### src/rtl/riscv_fetch_pkg.sv
// Shared types and constants for the riscv instruction-fetch front end.
package riscv_fetch_pkg;

  localparam int unsigned FETCH_XLEN = 32;
  localparam logic [31:0] NOP_INST   = 32'h0000_0013;

  typedef enum logic [1:0] {
    IDLE,
    REQ,
    WAIT,
    DROP
  } fetch_state_t;

  typedef struct packed {
    logic [FETCH_XLEN-1:0] pc;
    logic [31:0]           inst;
  } fetch_entry_t;

endpackage

### src/rtl/fetch_fifo.sv
// Synchronous flushable FIFO of fetched {pc, inst} entries; synchronous active-low reset.
module fetch_fifo
  import riscv_fetch_pkg::*;
#(
  parameter int unsigned DEPTH   = 4,
  parameter type         entry_t = fetch_entry_t
) (
  input  logic                   clk,
  input  logic                   rst,
  input  logic                   flush_i,
  input  logic                   push_i,
  input  entry_t                 push_data_i,
  input  logic                   pop_i,
  output entry_t                 head_o,
  output logic                   full_o,
  output logic                   empty_o,
  output logic [$clog2(DEPTH):0] count_o
);

  localparam int unsigned AW = $clog2(DEPTH);
  localparam logic [AW:0] FULL_CNT = (AW+1)'(DEPTH);

  entry_t        mem_q [DEPTH];
  logic [AW-1:0] rd_ptr_q, rd_ptr_d;
  logic [AW-1:0] wr_ptr_q, wr_ptr_d;
  logic [AW:0]   count_q, count_d;
  logic          do_push, do_pop;

  assign empty_o = (count_q == '0);
  assign full_o  = (count_q == FULL_CNT);
  assign count_o = count_q;
  assign head_o  = mem_q[rd_ptr_q];

  assign do_pop  = pop_i & ~empty_o;
  // A full FIFO may still accept a push when the head leaves in the same cycle.
  assign do_push = push_i & (~full_o | do_pop);

  always_comb begin
    rd_ptr_d = rd_ptr_q;
    wr_ptr_d = wr_ptr_q;
    count_d  = count_q;
    if (flush_i) begin
      rd_ptr_d = '0;
      wr_ptr_d = '0;
      count_d  = '0;
    end else begin
      if (do_push) wr_ptr_d = wr_ptr_q + 1'b1;
      if (do_pop)  rd_ptr_d = rd_ptr_q + 1'b1;
      case ({do_push, do_pop})
        2'b10:   count_d = count_q + 1'b1;
        2'b01:   count_d = count_q - 1'b1;
        default: count_d = count_q;
      endcase
    end
  end

  always_ff @(posedge clk) begin
    if (!rst) begin
      rd_ptr_q <= '0;
      wr_ptr_q <= '0;
      count_q  <= '0;
    end else begin
      rd_ptr_q <= rd_ptr_d;
      wr_ptr_q <= wr_ptr_d;
      count_q  <= count_d;
    end
  end

  always_ff @(posedge clk) begin
    if (do_push && !flush_i) mem_q[wr_ptr_q] <= push_data_i;
  end

endmodule

### src/rtl/riscv_fetch_unit.sv
// Instruction fetch front end: req/gnt/rvalid imem handshake into a prefetch FIFO.
// Define FETCH_BYPASS_EN to forward a response straight to decode when the FIFO is empty.
module riscv_fetch_unit
  import riscv_fetch_pkg::*;
#(
  parameter int unsigned     XLEN     = 32,
  parameter int unsigned     DEPTH    = 4,
  parameter logic [XLEN-1:0] RESET_PC = '0
) (
  input  logic            clk,
  input  logic            rst,
  output logic            imem_req_o,
  output logic [XLEN-1:0] imem_addr_o,
  input  logic            imem_gnt_i,
  input  logic            imem_rvalid_i,
  input  logic [31:0]     imem_rdata_i,
  input  logic            redirect_i,
  input  logic [XLEN-1:0] redirect_pc_i,
  output logic            inst_valid_o,
  output logic [31:0]     inst_o,
  output logic [XLEN-1:0] inst_pc_o,
  input  logic            inst_ready_i
);

  localparam int unsigned        CNT_W    = $clog2(DEPTH) + 1;
  localparam logic [CNT_W-1:0]   FULL_CNT = CNT_W'(DEPTH);

  typedef struct packed {
    logic [XLEN-1:0] pc;
    logic [31:0]     inst;
  } entry_t;

  fetch_state_t    state_q, state_d;
  logic [XLEN-1:0] fetch_pc_q, fetch_pc_d;
  logic [XLEN-1:0] req_pc_q, req_pc_d;
  logic [XLEN-1:0] last_pc_q;

  entry_t          head, push_data;
  logic            fifo_full, fifo_empty;
  logic [CNT_W-1:0] fifo_count;
  logic            push, pop, flush, bypass;

  assign push_data = '{pc: req_pc_q, inst: imem_rdata_i};
  assign pop       = ~fifo_empty & inst_ready_i;

`ifdef FETCH_BYPASS_EN
  assign bypass = fifo_empty & (state_q == WAIT) & imem_rvalid_i & ~redirect_i;
`else
  assign bypass = 1'b0;
`endif

  fetch_fifo #(
    .DEPTH   (DEPTH),
    .entry_t (entry_t)
  ) u_fifo (
    .clk         (clk),
    .rst         (rst),
    .flush_i     (flush),
    .push_i      (push),
    .push_data_i (push_data),
    .pop_i       (pop),
    .head_o      (head),
    .full_o      (fifo_full),
    .empty_o     (fifo_empty),
    .count_o     (fifo_count)
  );

  always_comb begin
    state_d    = state_q;
    fetch_pc_d = fetch_pc_q;
    req_pc_d   = req_pc_q;
    imem_req_o = 1'b0;
    push       = 1'b0;
    flush      = 1'b0;

    unique case (state_q)
      IDLE: if (!fifo_full) state_d = REQ;
      REQ: begin
        imem_req_o = 1'b1;
        if (imem_gnt_i) begin
          req_pc_d   = fetch_pc_q;
          fetch_pc_d = fetch_pc_q + XLEN'(4);
          state_d    = WAIT;
        end
      end
      WAIT: begin
        if (imem_rvalid_i) begin
          push    = ~(bypass & inst_ready_i);
          state_d = ((fifo_count + CNT_W'(push)) - CNT_W'(pop)) < FULL_CNT ? REQ : IDLE;
        end
      end
      DROP: if (imem_rvalid_i) state_d = REQ;
      default: state_d = IDLE;
    endcase

    // Redirect wins; a granted-but-unanswered request must still be drained in DROP.
    if (redirect_i) begin
      flush      = 1'b1;
      push       = 1'b0;
      fetch_pc_d = {redirect_pc_i[XLEN-1:2], 2'b00};
      unique case (state_q)
        REQ:        state_d = imem_gnt_i ? DROP : REQ;
        WAIT, DROP: state_d = imem_rvalid_i ? REQ : DROP;
        default:    state_d = REQ;
      endcase
    end
  end

  always_comb begin
    inst_valid_o = ~fifo_empty | bypass;
    inst_o       = NOP_INST;
    inst_pc_o    = last_pc_q;
    if (!fifo_empty) begin
      inst_o    = head.inst;
      inst_pc_o = head.pc;
    end else if (bypass) begin
      inst_o    = imem_rdata_i;
      inst_pc_o = req_pc_q;
    end
  end

  assign imem_addr_o = fetch_pc_q;

  always_ff @(posedge clk) begin
    if (!rst) begin
      state_q    <= IDLE;
      fetch_pc_q <= RESET_PC;
      req_pc_q   <= RESET_PC;
      last_pc_q  <= '0;
    end else begin
      state_q    <= state_d;
      fetch_pc_q <= fetch_pc_d;
      req_pc_q   <= req_pc_d;
      if (inst_valid_o) last_pc_q <= inst_pc_o;
    end
  end

endmodule
### config.mk
export PLATFORM = sky130hd
export DESIGN_NAME = riscv_fetch_unit
export DESIGN_NICKNAME = d
export VERILOG_FILES = /design/src/rtl/riscv_fetch_pkg.sv /design/src/rtl/fetch_fifo.sv /design/src/rtl/riscv_fetch_unit.sv
export SDC_FILE = /design/constraint.sdc
export NUM_CORES = 1
export LEC_CHECK = 0
export BUFFER_PORTS_ARGS = -buffer_cell sky130_fd_sc_hd__buf_2
export CORE_MARGIN = 2
export CORE_UTILIZATION = 55
export DETAILED_ROUTE_END_ITERATION = 6
export PLACE_DENSITY_LB_ADDON = 0.2
export SYNTH_ARGS = -nofsm -noshare
export SYNTH_HDL_FRONTEND = slang
export SYNTH_SLANG_ARGS = --single-unit
### constraint.sdc
create_clock -name clk -period 8 [get_ports clk]
set_input_delay 1.2 -clock clk [delete_from_list [all_inputs] [get_ports clk]]
set_output_delay 1.2 -clock clk [all_outputs]
set_load 0.05 [all_outputs]
* Word level (Yosys, flattened, before mapping) *
Memory sizes are Yosys's and may differ from the RTL's. A register that Yosys moved wholly into a read port is not among the register bits.
Cells that the tools add are included.

word-level totals
  bits in registers = 105
  memory bits (writable) = 256
  bits of input ports = 70
  output and inout port bits = 98
  logic and storage cells = 71
  memories kept = 1

memories
  name          words  bits a word  read ports  clocked after memory_dff  wr ports  line              source
  u_fifo.mem_q  4      64           1           1                         1         fetch_fifo.sv:23  entry_t mem_q [DEPTH];

cells by class
  add/subtract/negate cells = 6
  magnitude comparators = 1
  equality and inequality tests = 10
  multiplexer cells = 25
  bitwise operators = 7
  reductions and logical operators = 13

operators with widths
  kind                     count
  $mux W32                 5
  $add A32 B3 Y32 const B  1
  $mux W2                  9
  $ne A3 B3 Y1 const B     4
  $mux W1                  8
  $pmux W2 S4              1
  $eq A2 B2 Y1 const B     3
  $pmux W3 S2              1
  $reduce_bool A2 Y1       3
  $reduce_or A2 Y1         3
  $add A2 B1 Y2 const B    2
  $eq A2 B1 Y1 const B     2
  $pmux W2 S2              1
  $reduce_and A2 Y1        2
  $reduce_and A4 Y1        1
  $add A3 B1 Y3 const B    1
  $and A1 B1 Y1            3
  $eq A3 B3 Y1 const B     1
  $logic_not A3 Y1         1
  $lt A3 B3 Y1 const B     1
  $not A1 Y1               3
  $sub A3 B1 Y3            1
  $sub A3 B1 Y3 const B    1
  $logic_not A2 Y1         1
  3 further kinds          3

* Depth between registers and ports, before layout *
  word-level depth = 9
  gate-level depth with buffers = 11
  gate-level depth less buffers = 11

* Modules after synthesis *
From an unflattened synthesis, not the netlist that was laid out.

second synthesis, totals
  cell total of the unflattened synthesis = 922
  area, all modules = 14323.7 um^2

by module, submodules not included
  module            instances  cells an instance  area each (um^2)  seq. area each (um^2)
  fetch_fifo        1          400                9776.9            7867.5
  riscv_fetch_unit  1          522                4546.9            1881.8

* Worst setup path after synthesis *
No wires, ideal clock.

  path kind = input-to-reg
  start point = input port redirect_i
  end point = memory u_fifo.mem_q[0][0] (netlist name), enable pin
  library setup time = 0.426 ns
  arrival time = 3.327 ns
  required time = 7.574 ns
  slack = 4.247 ns
  stages = 3
  buffers on the path = 1
  path through = clkbuf_1 nor4_1 and2_1

between the ends
  longest elaborated chain between the ends = 5
  elaborated cells on any way between the ends = 7
  those cells by class = mux: 4; bitwise: 1; reduce/logical: 2

RTL lines
  what                                               line                                source
  start, declared                                    riscv_fetch_unit.sv:17              input logic redirect_i,
  $mux W1                                            riscv_fetch_unit.sv:97              if (redirect_i) begin
  $and A1 B1 Y1 or $logic_not A1 Y1 (tied branches)  fetch_fifo.sv:36, fetch_fifo.sv:70
  $logic_and A1 B1 Y1 *                              fetch_fifo.sv:70                    if (do_push && !flush_i) mem_q[wr_ptr_q] <= push_data_i;
  $mux W1 *                                          fetch_fifo.sv:70
  $mux W1 (implied by the code) *                    fetch_fifo.sv:70
  end, declared                                      fetch_fifo.sv:23

Every way passes the cells marked *; elsewhere a longest branch is shown, timed or not.

* Worst setup path in the final report *
  start point = register u_fifo.count_q[0], in the netlist u_fifo.count_o[0]
  end point = output port inst_pc_o[30]

between the ends
  longest elaborated chain between the ends = 2

RTL lines
  what                    line                     source
  start, declared         fetch_fifo.sv:26         logic [AW:0] count_q, count_d;
  start signal, assigned  fetch_fifo.sv:65         count_q <= count_d;
  $logic_not A3 Y1        fetch_fifo.sv:29         assign empty_o = (count_q == '0);
  $mux W32                riscv_fetch_unit.sv:113  if (!fifo_empty) begin
  end, declared           riscv_fetch_unit.sv:21   output logic [XLEN-1:0] inst_pc_o,

No other way between the ends.

==> implementation parameters <==
Parameter                              Value

Finish
  Fill count    1905
  Area grow syn2layout    15.85%
  Number of standard cells in the final layout excluding fillers    1470
  Sequential cell area    9514 um^2
  Net count reported at finish    1195
  Combined area of the multi-input logic cells    4074 um^2
  Layout cell share with drive strength beyond 1    0.2623
  Antenna diode count    0

Synthesis
  Post-Syn Area    13840 um^2
  Async S/R FF share, synth    0
  Unique cell type count in the Yosys netlist    52
  Area share of the largest cell type after synthesis    0.5379
  Syn avg cell area    14.36 um^2
  Biggest area consumer among synthesized cells    edfxtp_1
  Post-synthesis register bit count    351
  Cells after synthesis    964
  Number of warning messages in the yosys log    0
  Number of enable flip-flop cells after synthesis    248
  Biggest area contributors in the synthesized netlist    edfxtp_1, dfxtp_1, mux4_2, nand2_1, a21oi_1
  Share of the yosys chip area belonging to registers    0.6869
  Most used DFF post-synth    edfxtp_1

Power
  Overall Power    3.743 mW
  Peak supply drop    0.1325 mV
  Total leakage power    5.942 nW
  Power density over cell area    233.4 nW/um^2

STA
  Tcrit/Tclk final    0.5350
  Final setup fails    0
  Worst Skew    0.01235 ns
  F_max    233.6 MHz
  Worst Max-Slew Pin Slew    1.099 ns
  Final critical-path required period    4.280 ns
  Slew margin rel.    0.2665
  Max-slew violations    0
  Unrepaired setup endpoints after global routing    false
  Final-layout setup total negative slack    0 ns
  Worst hold slack    0.4574 ns
  Final worst-path setup slack    3.720 ns
  Final-report hold violation count    0

Floorplanning
  Vertical extent of the die    162.7 um
  Effective utilization at floorplan    0.5546
  Area enclosed by the die boundary    26460 um^2
  Placement row count    58
  Area of the core    24960 um^2
  Die extent in x    162.7 um
  Number of primary I/O pins    168

Place
  Number of placed cells counting well taps    1406
  Pre-CTS setup slack    4.155 ns
  Number of input and output port buffers inserted    163
  Post-detail-place hpwl    16180 um
  Final weighted congestion in routability-driven placement    0.8556

Critical path
  Crit end category    output pin
  CP Data Arrival Time    3.08 ns
  Crit path launch type    flop
  Critical path start-end classification    reg2out
  Required @ worst endpoint    6.80 ns
  Cells on worst reg2reg path    9
  Maximum fanout along the worst path    62

CTS
  Hold buffers post-CTS    0
  Count of buffers added by post-CTS timing repair for setup    0
  CTS H-tree lvls    2
  TritonCTS Buffers    37
  Clock buffer depth    3
  Clock sinks    351
  TritonCTS clock tree    yes
  Clock transition time at the flip-flop clock pins of the worst setup and hold paths    0.06 ns
  Insertion delay of the later-clocked pin in the worst-skew pair    0.50 ns
  Number of gates given a new drive strength after cts    0
  Clock tree root buffer cell    clkbuf_16

Route
  Overall via count from detail_route    8397
  Wire length after detailed routing    27890 um
  DRC    0
  WL per Instance    18.97 um
  First-pass DRT Iterations    5
  Met1 wire length    12840 um
  Routed met3 length    1752 um
  Vias per cell    5.712
  Violation count after the first detailed-routing iteration    688
  Routed wire length on met2    12920 um
  Top metal layer carrying routed signals    met4
  Antenna-violating nets left    0

Global routing
  Overall global routing resource usage    0.2129
  Vias in the first global route    8285
  Maximum number of pins on one net before global-route repair    66
  Antenna violations before repair    0
  Wire length of the first global-routing pass    43950 um
  Leftover overflow at the end of global routing    0

Worst hold path
  Tightest Hold Check Type    reg2reg
  Count of cells along the worst hold path    2

Status
  Status    completed

Run
  Reported max-cap violation count    0
==> cells by family (layout without fill, tap and decap cells) <==
| family | Yosys count | count (layout) | synth area share |
|---|---|---|---|
| flip-flops | 351 | 351 | 0.6869 |
| AND/OR/NAND/NOR | 321 | 321 | 0.1138 |
| AO/OA/AOI/OAI | 131 | 131 | 0.05567 |
| buffers and inverters | 68 | 243 | 0.02042 |
| multiplexers | 67 | 67 | 0.1045 |
| XOR/XNOR | 15 | 15 | 0.009490 |
| adder cells (fa/ha/maj) | 10 | 10 | 0.009038 |
| other | 1 | 2 | 0.0002709 |
==> area by class of cell <==
class / count / area share
Clock buffer: 51 / 0.06358
Clock inverter: 13 / 0.007255
Inverter: 9 / 0.002106
Multi-Input combinational cell: 546 / 0.2540
Sequential cell: 351 / 0.5932
Tap cell: 330 / 0.02574
Timing Repair Buffer: 170 / 0.05414
==> stage by stage <==
step / area [um^2] / util
detailed placement: 14900 / 0.5970
global route: 16040 / 0.6425
CTS: 16040 / 0.6425
floorplan: 13850 / -
global placement: 14900 / 0.5970
finish: 16040 / 0.6425
==> sequential cells by signal, indices dropped and copies added (netlist names), named ones only <==
signal,flops
req_pc_q,30
state_q,2
u_fifo.mem_q,248
u_fifo.rd_ptr_q,2
imem_addr_o,30
last_pc_q,32
u_fifo.count_o,3
u_fifo.wr_ptr_q,2
==> final timing paths <==
check,start,end,slack [ns]
worst max-delay path,u_fifo.count_o[0]$_SDFFE_PP0P_,inst_pc_o[30],3.72
worst max register to register,u_fifo.count_o[0]$_SDFFE_PP0P_,u_fifo.count_o[2]$_SDFFE_PP0P_,4.81
worst min-delay path,last_pc_q[4]$_SDFFE_PN0N_,last_pc_q[4]$_SDFFE_PN0N_,0.46
worst min register to register,last_pc_q[4]$_SDFFE_PN0N_,last_pc_q[4]$_SDFFE_PN0N_,0.46
==> layer usage <==
metal | vias up | global-route usage
met1 | 4142 | 0.3104
met2 | 301 | 0.3426
met3 | 31 | 0.03591
li1 | 3923 | -
met4 | 0 | 0.04666
met5 | - | 0
==> cell usage after synthesis, types with 2 or more instances <==
cell type  number
edfxtp_1      248
nand2_1       167
dfxtp_1       103
a21oi_1        65
mux4_2         62
and2_1         51
clkbuf_1       40
o21ai_0        23
nor2_1         17
a31oi_1        12
nand3_1        12
nand4_1        12
or4_1          12
buf_2          10
ha_1           10
o211ai_1        9
inv_1           8
or3_1           8
xnor2_1         8
xor2_1          7
and3_1          6
buf_1           6
nand2b_1        6
nor4_1          6
mux2i_1         5
nor3_1          5
o31ai_1         5
or2_2           4
a311oi_1        3
nand3b_1        3
nor2b_1         3
o311ai_0        3
buf_4           2
nand4b_1        2
o211a_1         2
o311a_1         2
o31a_1          2
==> worst max-delay path, cell delays in order, from the launching register on <==
cell and delay (ns):
dfxtp_1 0.41, inv_1 0.09, ha_1 0.23, nor2b_4 0.13, buf_4 0.25, inv_2 0.84, nand2_1 0.18, nand2_1 0.13
buf_2 0.29
==> placed cells by master, fill, tap and decap left out, types with 3 or more instances in the layout <==
cell | netlist | layout
o21ai_0 | 23 | 23
or4_1 | 12 | 12
clkbuf_1 | 40 | 11
nor3_1 | 5 | 5
dfxtp_1 | 103 | 101
clkinv_2 | 0 | 6
ha_1 | 10 | 10
xnor2_1 | 8 | 8
and2_4 | 0 | 4
and2_1 | 51 | 47
or2_2 | 4 | 4
o31ai_1 | 5 | 5
o311ai_0 | 3 | 3
nor2_1 | 17 | 17
and3_1 | 6 | 6
nor4_1 | 6 | 6
inv_1 | 8 | 7
nand3_1 | 12 | 12
a21oi_1 | 65 | 65
mux4_2 | 62 | 62
nand2b_1 | 6 | 6
edfxtp_1 | 248 | 248
clkinv_1 | 1 | 3
a31oi_1 | 12 | 12
a311oi_1 | 3 | 3
or3_1 | 8 | 8
o211ai_1 | 9 | 9
clkbuf_16 | 0 | 38
xor2_1 | 7 | 7
nand4_1 | 12 | 12
buf_2 | 10 | 163
nand2_1 | 167 | 167
nand3b_1 | 3 | 3
mux2i_1 | 5 | 5
buf_4 | 2 | 7
==> power by group <==
| part | switching [mW] | internal (mW) | leakage, nW |
|---|---|---|---|
| registers | 0.0285 | 1.96 | 3.28 |
| logic | 0.113 | 0.0453 | 2.11 |
| clock network | 0.648 | 0.954 | 0.552 |
| total | 0.789 | 2.95 | 5.94 |
Power figures use the tool's default switching activity.
